$ cat src/rtl/seq_detector.sv
// Serial pattern detector fed by a single-bit flop stream; pulses match and counts hits.
// Overlapping detection is enabled by defining SEQ_DET_OVERLAP_EN.
module seq_detector #(
  parameter int unsigned      PAT_W   = 4,
  parameter logic [PAT_W-1:0] PATTERN = PAT_W'(4'b1011),
  parameter int unsigned      CNT_W   = 8
) (
  input  logic             clk,
  input  logic             rst_n,
  input  logic             din,
  input  logic             din_vld,
  input  logic             clr,
  output logic             match,
  output logic [CNT_W-1:0] match_cnt,
  output logic             sat,
  output logic [PAT_W-1:0] hist,
  output logic             armed
);

  localparam int unsigned      FILL_W    = $clog2(PAT_W);
  localparam logic [FILL_W-1:0] FILL_LAST = FILL_W'(PAT_W - 1);
  localparam logic [CNT_W-1:0]  CNT_MAX   = {CNT_W{1'b1}};

  typedef enum logic {
    FILL  = 1'b0,
    ARMED = 1'b1
  } state_e;

  state_e            state_q;
  logic [FILL_W-1:0] fill_q;
  logic [PAT_W-1:0]  hist_q;
  logic [PAT_W-1:0]  hist_d;
  logic [CNT_W-1:0]  cnt_q;
  logic [CNT_W-1:0]  cnt_d;
  logic              match_q;
  logic              sat_q;
  logic              full_c;
  logic              hit_c;

  // Shifted history and hit decision for the current edge
  always_comb begin
    hist_d = {hist_q[PAT_W-2:0], din};
    full_c = (state_q == ARMED) || (fill_q == FILL_LAST);
    hit_c  = din_vld && full_c && (hist_d == PATTERN);
    cnt_d  = cnt_q + CNT_W'(1);
  end

  always_ff @(posedge clk) begin
    if (!rst_n) begin
      state_q <= FILL;
      fill_q  <= '0;
      hist_q  <= '0;
      cnt_q   <= '0;
      match_q <= 1'b0;
      sat_q   <= 1'b0;
    end else begin
      match_q <= 1'b0;
      if (din_vld) begin
        hist_q <= hist_d;
        case (state_q)
          FILL: begin
            if (fill_q == FILL_LAST) begin
              state_q <= ARMED;
              fill_q  <= '0;
            end else begin
              fill_q <= fill_q + FILL_W'(1);
            end
          end
          ARMED:   state_q <= ARMED;
          default: state_q <= FILL;
        endcase
        if (hit_c) begin
          match_q <= 1'b1;
`ifdef SEQ_DET_OVERLAP_EN
          state_q <= ARMED;
`else
          // Non-overlapping: the next hit must be built from fresh bits
          hist_q  <= '0;
          fill_q  <= '0;
          state_q <= FILL;
`endif
        end
      end
      // clr beats a coincident hit; the pulse itself is still issued above
      if (clr) begin
        cnt_q <= '0;
        sat_q <= 1'b0;
      end else if (hit_c && (cnt_q != CNT_MAX)) begin
        cnt_q <= cnt_d;
        if (cnt_d == CNT_MAX) sat_q <= 1'b1;
      end
    end
  end

  assign match     = match_q;
  assign match_cnt = cnt_q;
  assign sat       = sat_q;
  assign hist      = hist_q;
  assign armed     = (state_q == ARMED);

endmodule
$ cat config.mk
export PLATFORM = sky130hd
export DESIGN_NAME = seq_detector
export DESIGN_NICKNAME = d
export VERILOG_FILES = /design/src/rtl/seq_detector.sv
export SDC_FILE = /design/constraint.sdc
export NUM_CORES = 1
export LEC_CHECK = 0
export ABC_AREA = 1
export CORE_MARGIN = 1
export CORE_UTILIZATION = 53
export CTS_CLUSTER_SIZE = 24
export DETAILED_ROUTE_END_ITERATION = 16
export DONT_BUFFER_PORTS = 1
export PLACE_DENSITY = 0.7
export SETUP_SLACK_MARGIN = 0.5
export SYNTH_ARGS = -nofsm -noshare
export SYNTH_HDL_FRONTEND = slang
export SYNTH_SLANG_ARGS = --single-unit
$ cat constraint.sdc
create_clock -name clk -period 1.4 [get_ports clk]
set_input_delay 0.21 -clock clk [delete_from_list [all_inputs] [get_ports clk]]
set_output_delay 0.21 -clock clk [all_outputs]
set_load 0.005 [all_outputs]
==> results.sh <==
export IMPL_start_kind="register"
export IMPL_synth_xor_xnor_area_share=0
export IMPL_period_needed_ns=1.36
export IMPL_slew_headroom=0.764
export IMPL_clock_path_buffers=2
export IMPL_gp_congestion=0.805
export IMPL_vias_per_cell=5.72
export IMPL_synthesis_instances=123
export IMPL_ys_ff_latch=17
export IMPL_initial_utilization=0.577
export IMPL_drtIter0Drc=21
export IMPL_final_cell_area_um2=1330
export IMPL_holdPathEnd="hist[2]"
export IMPL_first_global_vias=913
export IMPL_nets=155
export IMPL_async_flop_share=0
export IMPL_synthMuxAreaShare=0
export IMPL_period_share=0.974
export IMPL_synth_top_family_by_area="simple AND/OR/NAND/NOR gates"
export IMPL_holdCritStartpoint="rst_n"
export IMPL_arrival_ns=1.56
export IMPL_ys_warn_count=0
export IMPL_dp_cells=147
export IMPL_cp_cell_sequence="inv_2 > nand4_1 > buf_4 > a21oi_4 > inv_2 > nor2_1 > nor2_1"
export IMPL_mostFrequentLayoutCells="nand2_1, inv_1, nor2_1, buf_4"
export IMPL_r2r_end="fill_q[0]"
export IMPL_htreeDepth=1
export IMPL_synth_simple_gate_area_frac=0.304
export IMPL_finalSetupViolCount=0
export IMPL_yosys_area_top_type="dfxtp_1"
export IMPL_wire_per_inst_um=16.0
export IMPL_clk_pin_slew_ns=0.10
export IMPL_drt_pass1_iterations=4
export IMPL_dieWidth_um=42.7
export IMPL_synth_compound_area_share=0.189
export IMPL_finalHoldViolations=0
export IMPL_synthTopCellsByArea="dfxtp_1, nand2_1, inv_1"
export IMPL_grt_overflow=0
export IMPL_dpl_cell_area_um2=1020
export IMPL_totalWireLength_um=2590
export IMPL_fin_cells=162
export IMPL_status="complete, no violations"
export IMPL_place_hpwl_um=1430
export IMPL_cp_slowest_cell="dfxtp_4"
export IMPL_cts_root_buf="clkbuf_4"
export IMPL_die_h_um=42.7
export IMPL_worst_skew_pair_late_latency_ns=0.30
export IMPL_cts_tree="done"
export IMPL_detail_route_antenna_nets=0
export IMPL_critPathRequiredTime_ns=1.59
export IMPL_grt_max_degree=10
export IMPL_ios=20
export IMPL_total_power_uw=873
export IMPL_die_area_um2=1830
export IMPL_core_area_um2=1520
export IMPL_fin_skew_ns=0.00240
export IMPL_crit_path_max_incr_delay_ns=0.38
export IMPL_fmax_mhz=734
export IMPL_drv_slew=0
export IMPL_place_ws_ns=-0.00183
export IMPL_cts_sinks=17
export IMPL_grt_pass1_wl_um=3660
export IMPL_rsz0062_at_grt="true"
export IMPL_ir_drop_uv=483
export IMPL_r2r_setup_slack_ns=0.04
export IMPL_rows=14
export IMPL_drive_gt1_frac=0.521
export IMPL_ys_flop_type="dfxtp_1"
export IMPL_tightest_slew_ns=0.350
export IMPL_synth_cell_types=22
export IMPL_hold_slack_ns=0.0561
export IMPL_final_common_cell="nand2_1"
export IMPL_worst_path_max_fanout=4
export IMPL_holdPathStages=2
export IMPL_synth_edf_count=0
export IMPL_cts_buffers=3
export IMPL_mappedNetlistArea_um2=880
export IMPL_p_leak_nw=0.517
export IMPL_seq_area_frac_synth=0.387
export IMPL_drc=0
export IMPL_endpoint_kind="register"
export IMPL_syn_avg_cell_area_um2=7.15
export IMPL_r2r_start="hist[1]"
export IMPL_maxCapViolCount=0
export IMPL_vias=927
export IMPL_synthToLayoutAreaGrowth_pct=50.9
export IMPL_io_buffers=0
export IMPL_power_density_nw_per_um2=658
export IMPL_synth_nets=131
export IMPL_min_path_type="primary input to register"
export IMPL_diodes=0
export IMPL_rr_worst_depth=7
export IMPL_yosysTopAreaCellShare=0.387
export IMPL_synth_fa_ha_area_frac=0.0427
export IMPL_worst_setup_path_type="register to register"
export IMPL_antenna_found_initial=0
export IMPL_track_usage=0.263
export IMPL_worst_slack_ns=0.0367
sequential cells by signal, indices dropped and copies added (netlist names):
signal,count
hist,4
fill_q,2
armed,1
sat,1
match,1
match_cnt,8
metal layers:
metal / GRT usage / part of all wire / vias to the layer above
li1: - / - / 452
met1: 0.311 / 0.42 / 441
met2: 0.439 / 0.51 / 29
met3: 0.0596 / 0.055 / 5
met4: 0.131 / 0.013 / 0
met5: 0 / 0 / -
power by group:
part	switching, mW	leakage [nW]	internal [mW]
sequential	0.0167	0.147	0.489
clock	0.158	0.0150	0.111
combinational	0.0525	0.356	0.0463
logic make-up after synthesis:
kind of cell / after synthesis
AO/OA/AOI/OAI: 28
adder cells (fa/ha/maj): 3
buffers and inverters: 18
flip-flops: 17
AND/OR/NAND/NOR: 57
worst max-delay path by stage:
| stage | start | to | slack [ns] | cells after the start |
|---|---|---|---|---|
| 2_1_floorplan | match_cnt[1] | match_cnt[4] | 0.10 | 7 |
| 3_3_place_gp | match_cnt[1] | match_cnt[0] | 0.04 | 7 |
| 3_5_place_dp | match_cnt[0] | match_cnt[0] | -0.002 | 7 |
| 4_1_cts | match_cnt[1] | sat | 0.08 | 10 |
| 5_1_grt | hist[1] | fill_q[0] | -0.05 | 7 |
| 6_report | hist[1] | fill_q[0] | 0.04 | 7 |
through the flow:
step / util / setup TNS (ns)
finish: 0.871 / 0
CTS: 0.752 / 0
global route: 0.871 / -0.151
floorplan: - / 0
detailed placement: 0.672 / -0.00183
global placement: 0.672 / 0
timing repair:
| item | in CTS | in global routing |
|---|---|---|
| resized for setup | 21 | 35 |
| hold buffers | 1 | 0 |
| setup buffers | 3 | 6 |
| cloned | 1 | 0 |
| pin swaps | 9 | 16 |
| endpoints found under the setup margin | 25 | 25 |
| endpoints found under the hold margin | 2 | 0 |
synthesized netlist by cell type (3+ instances only):
| master | count |
|---|---|
| o21ai_0 | 8 |
| nor3_1 | 3 |
| nand2_1 | 26 |
| inv_1 | 15 |
| nor2_1 | 12 |
| dfxtp_1 | 17 |
| nand3_1 | 5 |
| nand2_2 | 4 |
| a21oi_1 | 11 |
| ha_1 | 3 |
| o21ai_1 | 4 |
| inv_2 | 3 |
area by class of cell:
| type | instances | area, um2 |
|---|---|---|
| clock buffer | 4 | 26.3 |
| multi-input combinational | 89 | 672 |
| fill | 85 | 196 |
| tap | 16 | 20.0 |
| sequential | 17 | 375 |
| timing repair buffer | 18 | 164 |
| inverter | 18 | 70.1 |
critical path: cells and delay by family, from the launching register on:
family,cells,cell delay (ns)
buffers and inverters,3,0.34
and+or+nand+nor,3,0.37
AOI/OAI and AO/OA,1,0.17
DFF,1,0.38
(Power assumes the default switching activity.)
